--- config.mk ---
export PLATFORM = sky130hd
export DESIGN_NAME = enet_mii_rx
export DESIGN_NICKNAME = d
export VERILOG_FILES = /design/src/rtl/enet_mii_defs.sv /design/src/rtl/enet_crc32_d8.sv /design/src/rtl/enet_mii_rx.sv
export SDC_FILE = /design/constraint.sdc
export NUM_CORES = 1
export LEC_CHECK = 0
export ABC_AREA = 1
export CAP_MARGIN = 20
export CORE_ASPECT_RATIO = 1.1
export CORE_MARGIN = 1
export CORE_UTILIZATION = 50
export DETAILED_ROUTE_END_ITERATION = 10
export PLACE_DENSITY = 0.79
export SETUP_SLACK_MARGIN = 0.05
export SYNTH_ARGS = -nofsm -noshare
export SYNTH_HDL_FRONTEND = slang
export SYNTH_SLANG_ARGS = --single-unit
--- constraint.sdc ---
create_clock -name clk_i -period 5 [get_ports clk_i]
set_clock_uncertainty 0.05 [all_clocks]
set_input_delay 1.5 -clock clk_i [delete_from_list [all_inputs] [get_ports clk_i]]
set_output_delay 1.5 -clock clk_i [all_outputs]
set_load 0.01 [all_outputs]
--- src/rtl/enet_mii_defs.sv ---
// Shared MII definitions for the 10/100 MAC rx and tx paths.
package enet_mii_defs;

  localparam logic [3:0]  NB_PREAMBLE   = 4'h5;
  localparam logic [3:0]  NB_SFD        = 4'hD;
  localparam logic [31:0] CRC32_POLY    = 32'h04C11DB7;
  localparam logic [31:0] CRC32_RESIDUE = 32'hC704DD7B;

  typedef enum logic [2:0] {
    StIdle,
    StPreamble,
    StFrame,
    StFlush,
    StDrop
  } rx_state_e;

  // One byte of Ethernet CRC-32; wire order is LSB first, so data bits are fed 0..7.
  function automatic logic [31:0] nextCRC32_D8(input logic [7:0] data, input logic [31:0] crc);
    logic [31:0] c;
    c = crc;
    for (int i = 0; i < 8; i++) begin
      if (c[31] ^ data[i]) c = {c[30:0], 1'b0} ^ CRC32_POLY;
      else                 c = {c[30:0], 1'b0};
    end
    return c;
  endfunction

endpackage

--- src/rtl/enet_crc32_d8.sv ---
// Byte-wide CRC-32 register with synchronous init and enable.
module enet_crc32_d8
  import enet_mii_defs::*;
(
  input  logic        clk_i,
  input  logic        rst_i,
  input  logic        init_i,
  input  logic        en_i,
  input  logic [7:0]  data_i,
  output logic [31:0] crc_o
);

  logic [31:0] crc_q, crc_d;

  // Next CRC value: init wins over a byte update.
  always_comb begin
    crc_d = crc_q;
    if (init_i)    crc_d = 32'hFFFFFFFF;
    else if (en_i) crc_d = nextCRC32_D8(data_i, crc_q);
  end

  // CRC state register.
  always_ff @(posedge clk_i) begin
    if (rst_i) crc_q <= 32'hFFFFFFFF;
    else       crc_q <= crc_d;
  end

  assign crc_o = crc_q;

endmodule

--- src/rtl/enet_mii_rx.sv ---
// MII receive path: strips preamble/SFD, packs bytes into 32-bit little-endian words, checks FCS.
module enet_mii_rx
  import enet_mii_defs::*;
#(
  parameter int unsigned MAX_FRAME = 1522
) (
  input  logic        clk_i,
  input  logic        rst_i,
  input  logic [3:0]  mii_rxd_i,
  input  logic        mii_rx_dv_i,
  input  logic        mii_rx_er_i,
  output logic        valid_o,
  output logic [31:0] data_o,
  output logic [3:0]  strb_o,
  output logic        last_o,
  output logic        crc_ok_o,
  output logic        error_o
);

  logic [3:0]  rxd_q;
  logic        dv_q, er_q;
  rx_state_e   state_q, state_d;
  logic [3:0]  lo_q, lo_d;
  logic        nib_hi_q, nib_hi_d;
  logic [31:0] acc_q, acc_d, hold_q, hold_d;
  logic [1:0]  acc_cnt_q, acc_cnt_d;
  logic        hold_v_q, hold_v_d;
  logic [15:0] byte_cnt_q, byte_cnt_d;
  logic        err_q, err_d;
  logic        valid_q, valid_d, last_q, last_d, crc_ok_q, crc_ok_d, error_q, error_d;
  logic [31:0] data_q, data_d;
  logic [3:0]  strb_q, strb_d, acc_strb;
  logic        crc_init, crc_en;
  logic [7:0]  byte_in;
  logic [31:0] crc;

  assign byte_in = {rxd_q, lo_q};

  enet_crc32_d8 u_crc (
    .clk_i  (clk_i),
    .rst_i  (rst_i),
    .init_i (crc_init),
    .en_i   (crc_en),
    .data_i (byte_in),
    .crc_o  (crc)
  );

  // Byte enables for a partially filled accumulator.
  always_comb begin
    acc_strb = 4'h7;
    case (acc_cnt_q)
      2'd1:    acc_strb = 4'h1;
      2'd2:    acc_strb = 4'h3;
      default: acc_strb = 4'h7;
    endcase
  end

  // Next-state, packing and output decode.
  always_comb begin
    state_d    = state_q;
    lo_d       = lo_q;
    nib_hi_d   = nib_hi_q;
    acc_d      = acc_q;
    acc_cnt_d  = acc_cnt_q;
    hold_d     = hold_q;
    hold_v_d   = hold_v_q;
    byte_cnt_d = byte_cnt_q;
    err_d      = err_q;
    valid_d    = 1'b0;
    last_d     = 1'b0;
    crc_ok_d   = 1'b0;
    error_d    = 1'b0;
    data_d     = data_q;
    strb_d     = strb_q;
    crc_init   = 1'b0;
    crc_en     = 1'b0;
    case (state_q)
      StIdle: begin
        if (dv_q && rxd_q == NB_PREAMBLE) state_d = StPreamble;
      end
      StPreamble: begin
        if (!dv_q) begin
          state_d = StIdle;
        end else if (rxd_q == NB_SFD) begin
          state_d    = StFrame;
          crc_init   = 1'b1;
          byte_cnt_d = '0;
          err_d      = 1'b0;
          nib_hi_d   = 1'b0;
          acc_d      = '0;
          acc_cnt_d  = '0;
          hold_v_d   = 1'b0;
        end else if (rxd_q != NB_PREAMBLE) begin
          state_d = StIdle;
        end
      end
      StFrame: begin
        if (!dv_q) begin
          state_d = StFlush;
          // Trailing low nibble without its partner is discarded and flagged.
          if (nib_hi_q) err_d = 1'b1;
        end else begin
          if (er_q) err_d = 1'b1;
          if (!nib_hi_q) begin
            lo_d     = rxd_q;
            nib_hi_d = 1'b1;
          end else begin
            nib_hi_d = 1'b0;
            if (byte_cnt_q == 16'(MAX_FRAME)) begin
              // Overlength: keep the held word so it can still carry last_o.
              err_d   = 1'b1;
              state_d = StDrop;
            end else begin
              crc_en     = 1'b1;
              byte_cnt_d = byte_cnt_q + 16'd1;
              if (hold_v_q) begin
                valid_d  = 1'b1;
                data_d   = hold_q;
                strb_d   = 4'hF;
                hold_v_d = 1'b0;
              end
              if (acc_cnt_q == 2'd3) begin
                hold_d    = {byte_in, acc_q[23:0]};
                hold_v_d  = 1'b1;
                acc_d     = '0;
                acc_cnt_d = '0;
              end else begin
                acc_d[{acc_cnt_q, 3'b000} +: 8] = byte_in;
                acc_cnt_d = acc_cnt_q + 2'd1;
              end
            end
          end
        end
      end
      StDrop: begin
        if (!dv_q)     state_d = StFlush;
        else if (er_q) err_d   = 1'b1;
      end
      StFlush: begin
        if (hold_v_q) begin
          valid_d  = 1'b1;
          data_d   = hold_q;
          strb_d   = 4'hF;
          hold_v_d = 1'b0;
          if (acc_cnt_q == 2'd0) begin
            last_d   = 1'b1;
            crc_ok_d = (crc == CRC32_RESIDUE);
            error_d  = err_q;
            state_d  = StIdle;
          end
        end else begin
          if (acc_cnt_q != 2'd0) begin
            valid_d  = 1'b1;
            data_d   = acc_q;
            strb_d   = acc_strb;
            last_d   = 1'b1;
            crc_ok_d = (crc == CRC32_RESIDUE);
            error_d  = err_q;
          end
          acc_cnt_d = '0;
          state_d   = StIdle;
        end
      end
      default: state_d = StIdle;
    endcase
  end

  // Input capture, FSM and datapath registers.
  always_ff @(posedge clk_i) begin
    if (rst_i) begin
      rxd_q      <= '0;
      dv_q       <= 1'b0;
      er_q       <= 1'b0;
      state_q    <= StIdle;
      lo_q       <= '0;
      nib_hi_q   <= 1'b0;
      acc_q      <= '0;
      acc_cnt_q  <= '0;
      hold_q     <= '0;
      hold_v_q   <= 1'b0;
      byte_cnt_q <= '0;
      err_q      <= 1'b0;
      valid_q    <= 1'b0;
      data_q     <= '0;
      strb_q     <= '0;
      last_q     <= 1'b0;
      crc_ok_q   <= 1'b0;
      error_q    <= 1'b0;
    end else begin
      rxd_q      <= mii_rxd_i;
      dv_q       <= mii_rx_dv_i;
      er_q       <= mii_rx_er_i;
      state_q    <= state_d;
      lo_q       <= lo_d;
      nib_hi_q   <= nib_hi_d;
      acc_q      <= acc_d;
      acc_cnt_q  <= acc_cnt_d;
      hold_q     <= hold_d;
      hold_v_q   <= hold_v_d;
      byte_cnt_q <= byte_cnt_d;
      err_q      <= err_d;
      valid_q    <= valid_d;
      data_q     <= data_d;
      strb_q     <= strb_d;
      last_q     <= last_d;
      crc_ok_q   <= crc_ok_d;
      error_q    <= error_d;
    end
  end

  assign valid_o  = valid_q;
  assign data_o   = data_q;
  assign strb_o   = strb_q;
  assign last_o   = last_q;
  assign crc_ok_o = crc_ok_q;
  assign error_o  = error_q;

endmodule

==> reports/metrics.yaml <==
status:
  status: "completed"
logic_synthesis:
  synth_edf_count: 0
  seq_area_frac_synth: 0.3964
  synthTopCellsByArea: "dfxtp_1 (40%), nand2_1 (18%), a21oi_1 (8.2%), nand3_1 (5.2%), inv_1 (4.9%)"
  synth_top_family_by_area: "simple AND/OR/NAND/NOR gates"
  synth_compound_area_frac: 0.1204
  syn_area_um2: 8584
  ys_types: 38
  yosysTopAreaCellShare: 0.3964
  synth_warnings: 0
  yosysTopAreaCell: "dfxtp_1"
  ys_ff_latch: 170
  synth_area_per_cell_um2: 6.717
  synth_xor_xnor_area_share: 0.04897
  syn-num-nets: 1295
  synth_fa_ha_area_frac: 0.01312
  synth_cells: 1278
  synth_flop_cell: "dfxtp_1"
  async_flop_share: 0
  synth-simple-area-share: 0.3341
  synth.area.mux_share: 0
timing:
  slew_headroom: 0.3617
  fin_tns_setup_ps: 0
  period_minus_slack_ps: 2953
  setup_viol: 0
  tightest_slew_ps: 957.4
  whs_ps: 387.3
  final_max_slew_viol_count: 0
  rsz0062_at_grt: "false"
  clock.fmax_mhz: 338.6
  setup_ws_ps: 2047
  hold_viol: 0
  finalCritPeriodShare: 0.5907
clocking:
  cts_max_path_buffers: 2
  clkLatencyLatePin_ps: 440
  ctsResizeCount: 0
  cts_buffers: 17
  clk_pin_slew_ps: 60
  post_cts_buffers: 0
  cts-root-buf: "clkbuf_16"
  cts_hold_buf: 0
  h-tree-depth: 4
  clock-sinks: 170
  cts_tree: "built"
grt:
  grt_pass1_vias: 7223
  grt_max_degree: 94
  grt_first_pass_wirelength_mm: 34.27
  grt-ovfl-total: 0
  antenna_found_initial: 0
  grt_usage: 0.2387
hold_path:
  hold_class: "flop to flop"
finish:
  multiInputGateArea_um2: 4434
  stdcell_area_um2: 9644
  post-route-util: 0.5826
  ff_latch_area_um2: 3403
  layout-drive-gt1-share: 0.05526
  layout.nets: 1307
  fill_cells: 1559
  area_growth_pct: 12.35
  diodes: 0
drt:
  drc: 0
  routedWlPerCell_um: 13.40
  viasPerCell: 5.278
  vias: 7954
  ant_nets: 0
  wl_mm: 20.20
  drt-initial-drc-count: 558
  firstDrtPassIters: 5
worst_setup_path:
  cp_slowest_cell: "clkdlybuf4s50_1"
  cp.required_ps: 3450
  critical_path_buf_inv_count: 1
  cp_cell_sequence: "clkdlybuf4s50_1"
  startpoint_type: "flop"
  critical_path_class: "flop to output pin"
  critPathMaxStageDelay_ps: 570
  crit_family: "buffers and inverters"
  worstPathArrival_ps: 1400
  r2r_slack_ps: 2250
  setup.worst_path.end_class: "output pin"
  cp_max_fo: 2
power:
  power_frac_seq: 0.422
  netSwitchingFraction: 0.3175
  p_leak_nw: 3.931
  switching_power_w: 0.001096
  combPwrFrac: 0.196
  p_int_w: 0.002355
  peakVddDrop_mv: 0.2840
  clkPwrFrac: 0.382
  powerDensity_nw_per_um2: 357.8
floorplan:
  rows: 49
  dieArea_um2: 17700
  dieHeight_um: 139.4
  core_um2: 16550
  start_util: 0.5186
  num_io_pins: 48
  die_w_um: 126.9
placement:
  hpwlAfterDp_mm: 13.34
  place_area_um2: 9056
  place_ws_ps: 2044
  port-buffer-count: 47
  gp_congestion: 0.8978
run:
  cap_violations: 0
[routing by layer]
metal | share of wire | GRT usage | wire length (µm) | vias to the layer above
met2 | 0.49 | 0.4043 | 9824 | 197
li1 | - | - | - | 4091
met3 | 0.046 | 0.03652 | 925 | 39
met1 | 0.45 | 0.3053 | 9031 | 3627
met4 | 0.021 | 0.09085 | 414 | 0
met5 | 0 | 0 | 0 | -
[synth_stat cells, types with 4 or more instances]
cell,number
buf_6,4
nand2_4,4
inv_2,7
nand2_1,415
nand3_1,89
dfxtp_1,170
nor2_2,5
clkbuf_1,25
a21oi_1,140
buf_2,27
xnor2_1,9
nor3_1,16
ha_1,9
xor2_1,39
o21ai_0,50
nor2_1,95
inv_1,111
o211ai_1,6
or2_2,4
nand3_2,4
nand2_2,4
nand4_1,22
[area by class of cell]
cell class,count,share of cell area
clock buffer,20,0.04632
multi-input combinational,928,0.4598
timing repair buffer,53,0.05319
tap,204,0.02647
inverter,120,0.04670
sequential,170,0.3529
clock inverter,12,0.01466
[layout by cell type, fill, tap and decap left out, types with 5 or more instances in the layout]
cell type and instances:
dfxtp_1 170, clkdlybuf4s50_1 46, nor3_1 16, clkbuf_16 17
nand4_1 22, nor2_2 5, inv_1 111, buf_4 7
xor2_1 39, inv_2 7, o21ai_0 50, a21oi_1 140
nand2_1 415, xnor2_1 9, nand3_1 89, ha_1 9
o211ai_1 6, nor2_1 95
[sequential cells by signal, indices dropped and copies added (netlist names), 2 cells and up]
| signal | flops |
|---|---|
| rxd_q | 4 |
| strb_o | 4 |
| u_crc.crc_o | 32 |
| lo_q | 4 |
| data_o | 32 |
| byte_cnt_q | 16 |
| state_q | 3 |
| acc_q | 32 |
| acc_cnt_q | 2 |
| hold_q | 32 |
[power groups by stage]
stage / registers (W) / logic [W] / clock network (W)
after floorplan: 0.00147 / 0.000551 / 0
after global placement: 0.00148 / 0.000655 / 0
after detailed placement: 0.00148 / 0.000670 / 0
after CTS: 0.00145 / 0.000673 / 0.00134
after global routing: 0.00146 / 0.000768 / 0.00139
final: 0.00146 / 0.000676 / 0.00132
[kinds of logic after synthesis]
logic type,count (synthesis)
AOI/OAI and AO/OA,200
xor gates and xnor gates,48
adders and majority gates,9
buffers and inverters,180
DFF,170
and+or+nand+nor,671
[path summary, 6_finish.rpt]
check | depth (start not counted) | to | start
worst max-delay path | 1 | strb_o[3] | strb_o[3]
worst min-delay path | 2 | acc_q[25] | acc_q[25]
worst max register to register | 11 | hold_q[21] | byte_cnt_q[0]
worst min register to register | 2 | acc_q[25] | acc_q[25]
[tightest hold or removal path: cells and delay by family (launching register included)]
family	cells	cell delay [ps]
flops	1	300
buf+inv	1	50
simple gates	1	40
[metrics by stage]
step	instances	total power, W
6_report	1507	0.003451
5_1_grt	1507	0.003622
4_1_cts	1507	0.003466
3_5_place_dp	1475	0.002154
3_3_place_gp	1475	0.002138
2_1_floorplan	1278	0.002022
Power figures use the tool's default switching activity.
